===== src/rtl/imem_loader_pkg.sv =====
// Shared definitions for the instruction-memory loader: FSM states, frame
// constants and the per-state output decode used by the loader FSM.
package imem_loader_pkg;

    localparam int LEN_BYTES  = 2;
    localparam int WORD_BYTES = 4;

    typedef enum logic [2:0] {
        ST_IDLE = 3'd0,
        ST_LEN0 = 3'd1,
        ST_LEN1 = 3'd2,
        ST_DATA = 3'd3,
        ST_CSUM = 3'd4,
        ST_DONE = 3'd5,
        ST_ERR  = 3'd6
    } loader_state_t;

    typedef struct packed {
        logic s_ready;
        logic busy;
        logic done;
        logic err;
        logic cpu_rst_n;
    } loader_flags_t;

    // Status outputs are registered together with the state, so they are
    // loaded from the decode of the state being entered.
    function automatic loader_flags_t flags_for(loader_state_t s);
        loader_flags_t f;
        f = '0;
        case (s)
            ST_LEN0, ST_LEN1, ST_DATA, ST_CSUM: begin
                f.s_ready = 1'b1;
                f.busy    = 1'b1;
            end
            ST_DONE: begin
                f.done      = 1'b1;
                f.cpu_rst_n = 1'b1;
            end
            ST_ERR:  f.err = 1'b1;
            default: f = '0;
        endcase
        return f;
    endfunction

endpackage


===== src/rtl/imem_loader_byte_to_word_packer.sv =====
// Assembles little-endian 32-bit words from an accepted byte stream and
// emits a one-cycle word_valid pulse the cycle after the fourth byte.
module byte_to_word_packer
    import imem_loader_pkg::*;
(
    input  logic        clk,
    input  logic        rst_n,
    input  logic        clear,
    input  logic        byte_valid,
    input  logic [7:0]  byte_data,
    output logic [1:0]  lane,
    output logic [31:0] word,
    output logic        word_valid
);

    localparam logic [1:0] LAST_LANE = 2'(WORD_BYTES - 1);

    always_ff @(posedge clk or negedge rst_n) begin
        if (!rst_n) begin
            lane       <= 2'd0;
            word       <= 32'd0;
            word_valid <= 1'b0;
        end else begin
            word_valid <= 1'b0;
            if (clear) begin
                lane <= 2'd0;
            end else if (byte_valid) begin
                // Shifting in from the top leaves byte 0 in bits [7:0]
                // once all four lanes have been filled.
                word       <= {byte_data, word[31:8]};
                lane       <= lane + 2'd1;
                word_valid <= (lane == LAST_LANE);
            end
        end
    end

endmodule


===== src/rtl/imem_loader.sv =====
// Loads a length-prefixed, XOR-checksummed byte frame into instruction
// memory and holds the CPU in reset until a good frame has been loaded.
module imem_loader
    import imem_loader_pkg::*;
#(
    parameter  int DEPTH  = 1024,
    localparam int ADDR_W = $clog2(DEPTH)
) (
    input  logic              clk,
    input  logic              rst_n,
    input  logic              start,
    input  logic              s_valid,
    input  logic [7:0]        s_data,
    output logic              s_ready,
    output logic              imem_we,
    output logic [ADDR_W-1:0] imem_addr,
    output logic [31:0]       imem_wdata,
    output logic              cpu_rst_n,
    output logic              busy,
    output logic              done,
    output logic              err,
    output logic [2:0]        dbg_state
);

    // Stream handshake: a byte moves on a rising edge where s_valid and
    // s_ready are both 1; s_ready is high only in LEN0, LEN1, DATA and CSUM.

    localparam logic [16:0] DEPTH_LIM = 17'(DEPTH);

    loader_state_t state;
    loader_flags_t flags;
    logic [7:0]    len_lo;
    logic [15:0]   len;
    logic [15:0]   word_cnt;
    logic [7:0]    csum;
    logic [ADDR_W-1:0] addr;

    logic        byte_fire;
    logic        data_fire;
    logic        load_start;
    logic [15:0] len_full;
    logic [1:0]  lane;
    logic [31:0] pk_word;
    logic        pk_valid;

    assign byte_fire  = s_valid && flags.s_ready;
    assign data_fire  = byte_fire && (state == ST_DATA);
    assign load_start = start && !flags.busy;
    assign len_full   = {s_data, len_lo};

    byte_to_word_packer u_packer (
        .clk        (clk),
        .rst_n      (rst_n),
        .clear      (load_start),
        .byte_valid (data_fire),
        .byte_data  (s_data),
        .lane       (lane),
        .word       (pk_word),
        .word_valid (pk_valid)
    );

    assign s_ready    = flags.s_ready;
    assign busy       = flags.busy;
    assign done       = flags.done;
    assign err        = flags.err;
    assign cpu_rst_n  = flags.cpu_rst_n;
    assign imem_we    = pk_valid;
    assign imem_wdata = pk_word;
    assign imem_addr  = addr;
    assign dbg_state  = state;

    // Word address follows the write strobe, so it points at the word
    // being written during the strobe cycle.
    always_ff @(posedge clk or negedge rst_n) begin
        if (!rst_n) begin
            addr <= '0;
        end else if (load_start) begin
            addr <= '0;
        end else if (pk_valid) begin
            addr <= addr + ADDR_W'(1);
        end
    end

    always_ff @(posedge clk or negedge rst_n) begin
        if (!rst_n) begin
            state    <= ST_IDLE;
            flags    <= '0;
            len_lo   <= 8'd0;
            len      <= 16'd0;
            word_cnt <= 16'd0;
            csum     <= 8'd0;
        end else begin
            case (state)
                ST_IDLE, ST_DONE, ST_ERR: begin
                    if (start) begin
                        state    <= ST_LEN0;
                        flags    <= flags_for(ST_LEN0);
                        len_lo   <= 8'd0;
                        len      <= 16'd0;
                        word_cnt <= 16'd0;
                        csum     <= 8'd0;
                    end
                end
                ST_LEN0: begin
                    if (byte_fire) begin
                        len_lo <= s_data;
                        state  <= ST_LEN1;
                        flags  <= flags_for(ST_LEN1);
                    end
                end
                ST_LEN1: begin
                    if (byte_fire) begin
                        len <= len_full;
                        if ({1'b0, len_full} > DEPTH_LIM) begin
                            state <= ST_ERR;
                            flags <= flags_for(ST_ERR);
                        end else if (len_full == 16'd0) begin
                            state <= ST_CSUM;
                            flags <= flags_for(ST_CSUM);
                        end else begin
                            state <= ST_DATA;
                            flags <= flags_for(ST_DATA);
                        end
                    end
                end
                ST_DATA: begin
                    if (byte_fire) begin
                        csum <= csum ^ s_data;
                        if (lane == 2'd3) begin
                            word_cnt <= word_cnt + 16'd1;
                            if (word_cnt == len - 16'd1) begin
                                state <= ST_CSUM;
                                flags <= flags_for(ST_CSUM);
                            end
                        end
                    end
                end
                ST_CSUM: begin
                    if (byte_fire) begin
                        if (s_data == csum) begin
                            state <= ST_DONE;
                            flags <= flags_for(ST_DONE);
                        end else begin
                            state <= ST_ERR;
                            flags <= flags_for(ST_ERR);
                        end
                    end
                end
                default: begin
                    state <= ST_IDLE;
                    flags <= flags_for(ST_IDLE);
                end
            endcase
        end
    end

endmodule


===== config.mk =====
export PLATFORM = sky130hd
export DESIGN_NAME = imem_loader
export DESIGN_NICKNAME = d
export VERILOG_FILES = /design/src/rtl/imem_loader_pkg.sv /design/src/rtl/imem_loader_byte_to_word_packer.sv /design/src/rtl/imem_loader.sv
export SDC_FILE = /design/constraint.sdc
export NUM_CORES = 1
export LEC_CHECK = 0
export BUFFER_PORTS_ARGS = -buffer_cell sky130_fd_sc_hd__buf_2
export CORE_AREA = 2 2 102 104
export CTS_CLUSTER_DIAMETER = 30
export DETAILED_ROUTE_END_ITERATION = 8
export DIE_AREA = 0 0 104 106
export GPL_TIMING_DRIVEN = 0
export PLACE_DENSITY_LB_ADDON = 0.05
export SLEW_MARGIN = 30
export SYNTH_ARGS = -nofsm -noshare
export SYNTH_HDL_FRONTEND = slang
export SYNTH_SLANG_ARGS = --single-unit

===== constraint.sdc =====
create_clock -name clk -period 2.4 [get_ports clk]
set_clock_uncertainty 0.05 [all_clocks]
set_input_delay 0.36 -clock clk [delete_from_list [all_inputs] [get_ports clk]]
set_output_delay 0.36 -clock clk [all_outputs]
set_load 0.02 [all_outputs]

==> results by group <==
Power
  • Total Power: 6.69 mW
  • PD cells: 1110 nW/um^2
  • Max VDD drop: 0.704 mV
  • Leakage power: 2.92 nW

Global route
  • Initial antenna violation count: 0
  • First-pass GRT wire length: 20.3 mm
  • Total global routing overflow: 0
  • Largest net degree at the start of global routing: 58
  • Vias in the first global route: 4039
  • Total track usage: 0.230

Die
  • Core area: 10000 um^2
  • # rows: 37
  • Die Wd: 104 um
  • Initial Util: 0.505
  • Die height: 106 um
  • DIE AREA: 11000 um^2
  • Io pins: 63

Job
  • Max-cap violations: 0

Logic synthesis
  • #FFs+latches synth: 99
  • Synth area leader: dfrtp_1
  • Yosys top cell area share: 0.491
  • Syn avg cell area: 8.71 um^2
  • Post-synthesis async set-or-reset flop share: 1.00
  • Post-synthesis adder-cell area fraction: 0.00992
  • EDFF count, synth: 0
  • Register area share after synthesis: 0.491
  • Post-synthesis net count: 595
  • Multiplexer area fraction after synthesis: 0.00645
  • Area of the mapped netlist: 5040 um^2
  • Cell count after synthesis: 579
  • Most used DFF post-synth: dfrtp_1
  • Synth unique cells: 60
  • Synth Area in Compound Gates: 0.120
  • Top post-synthesis cells by area: dfrtp_1, nand2_1, o21ai_0
  • XOR/XNOR Fraction of Synth Area: 0.0816
  • Ys Warns: 0
  • Post-synthesis simple-gate area fraction: 0.263
  • Combinational family with the most area after synthesis: simple AND/OR/NAND/NOR gates

Detailed routing
  • Wire per inst: 15.4 um
  • Detailed Route Iter0 Violations: 252
  • Final wirelength: 12.4 mm
  • Vias: 4353
  • Routed Antenna Nets: 0
  • DRC viols: 0
  • DR pass1 iterations: 4
  • Via density per instance: 5.42

Critical path
  • Reg2reg setup slack: -0.21 ns
  • Crit Path Max Fanout: 5
  • Worst path required time: 2.61 ns
  • FF-to-FF End: dbg_state[1]
  • Reg2Reg Depth: 7
  • Worst setup EP type: register
  • Reg2reg start: len[7]
  • Crit Path Class: reg -> reg
  • Worst Setup Start Kind: register
  • CP arrival: 2.82 ns

Timing
  • Fmax: 384 MHz
  • Post-route setup slack: -0.206 ns
  • Slew Limit Headroom: 0.442
  • RSZ-0062 raised after global routing: yes
  • Slew Viols, Final: 0
  • Fin Setup TNS: -0.974 ns
  • Worst-margin pin slew: 0.833 ns
  • Hold Fails Final Rpt: 0
  • Period utilization: 1.09
  • Hold Slack: 0.235 ns
  • Final setup viols: 5
  • Final Critical Period: 2.61 ns

Clock tree
  • CTS tree: done
  • Worst-Skew Late Latency: 0.38 ns
  • Clock tree buffer depth: 2
  • CTS H-tree lvls: 3
  • Root buf cell: clkbuf_8
  • Clk pin slew, worst setup/hold paths: 0.09 ns
  • Sink Count: 99
  • Num CTS Buffers: 9

Worst hold path
  • Hold depth: 3
  • Hold Path End: len_lo[5]
  • Hold wc startpoint: s_data[5]
  • Min-delay worst type: in -> reg

Layout
  • Layout Nets: 679
  • Layout filler cell count: 961
  • Layout cells sized above 1: 0.186
  • P&R area growth vs syn: 19.0%
  • Final core utilization: 0.600
  • Inserted Diodes: 0
  • Fin area: 6000 um^2

Placement
  • Buffers on Ports: 60
  • Routability cong.: 0.843
  • Post-detail-place hpwl: 8.69 mm
  • Area post-placement: 5560 um^2

Run status
  • Status: finished, violations left
  • Failing checks: setup timing
-- layout by cell type, fill, tap and decap left out, drive strengths merged, types with 5 or more instances in the layout --
master,n
clkbuf,31
nand3b,5
o21ai,57
nand3,9
nand2,167
a21oi,14
nor3,12
nor2b,5
nor4,5
inv,10
dfrtp,99
xnor2,27
nor2,47
xor2,20
buf,78
or4,6
nor3b,5
and3,5
-- where the power goes --
part           internal [mW]  switching (mW)  total, mW  leakage (nW)
clock network          0.613           0.569       1.18         0.110
registers               2.05           0.385       2.44          1.35
logic                   1.28            1.79       3.07          1.46
total                   3.95            2.74       6.69          2.92
-- stage by stage --
step	std cells	setup slack, ns
after floorplan	579	-0.102
after global placement	775	-0.605
after detailed placement	776	-0.671
after CTS	800	-0.182
after global routing	803	-0.283
final	803	-0.206
-- critical path: stages, from the launching register on --
cell and delay (ns):
dfrtp_2 0.43, or4_4 0.52, or4_4 0.56, xnor2_2 0.15
a211o_1 0.26, nor4b_4 0.25, buf_4 0.19, o21ai_1 0.07
-- sequential cells by signal, indices dropped and copies added (netlist names) --
| signal | flops |
|---|---|
| u_packer.word_valid | 1 |
| u_packer.word | 32 |
| word_cnt | 16 |
| len | 16 |
| imem_addr | 10 |
| csum | 8 |
| len_lo | 8 |
| done | 1 |
| s_ready | 1 |
| u_packer.lane | 2 |
| dbg_state | 3 |
| err | 1 |
-- final cells by class --
class / count / area, um^2 / share of cell area
Timing Repair Buffer: 75 / 442 / 0.0736
Buffer: 24 / 116 / 0.0194
Sequential cell: 99 / 2480 / 0.413
Inverter: 9 / 33.8 / 0.00563
Tap cell: 136 / 170 / 0.0283
Clock inverter: 4 / 73.8 / 0.0123
Clock buffer: 11 / 141 / 0.0235
Multi-Input combinational cell: 445 / 2550 / 0.424
-- kinds of logic after synthesis --
kind of cell / count (synthesis)
AND/OR/NAND/NOR: 290
AO/OA/AOI/OAI: 101
flip-flops: 99
XOR/XNOR: 47
buffers and inverters: 35
adder cells (fa/ha/maj): 4
multiplexers: 3
-- Yosys cell counts, types with 4 or more instances --
cell type,number
xor2_1,20
nor3b_1,5
nor2_1,47
dfrtp_1,99
o21ai_0,55
and3_1,5
nand3b_1,5
nor4_1,4
nor3_1,12
inv_1,9
a21oi_1,14
nand2_1,167
ha_1,4
nand3_1,9
clkbuf_1,22
nor2b_1,5
nand4_1,4
xnor2_1,27
or4_1,5
-- worst max-delay path by stage --
| stage | start | to | slack [ns] | cells after the start |
|---|---|---|---|---|
| after global placement | dbg_state[0] | csum[5] | -0.61 | 7 |
| final | len[7] | dbg_state[1] | -0.21 | 7 |
| after global routing | len[7] | done | -0.28 | 7 |
| after CTS | len[5] | dbg_state[1] | -0.18 | 8 |
| after detailed placement | dbg_state[0] | csum[5] | -0.67 | 7 |
| after floorplan | len[3] | dbg_state[2] | -0.10 | 7 |
-- repair_timing --
| item | CTS | global route |
|---|---|---|
| pin swaps | 2 | 2 |
| hold buffers | 1 | 0 |
| setup endpoints to repair | 64 | 69 |
| gates resized for setup | 17 | 23 |
| endpoints found under the hold margin | 42 | 0 |
| buffers inserted | 8 | 5 |
-- per-layer routing --
| layer | up-vias | global-route usage | part of all wire |
|---|---|---|---|
| met2 | 101 | 0.362 | 0.46 |
| met5 | - | 0 | 0 |
| li1 | 2135 | - | - |
| met4 | 0 | 0.0579 | 0.0092 |
| met1 | 2105 | 0.322 | 0.48 |
| met3 | 12 | 0.0558 | 0.046 |
No activity file was read; power rests on OpenSTA's default activity.
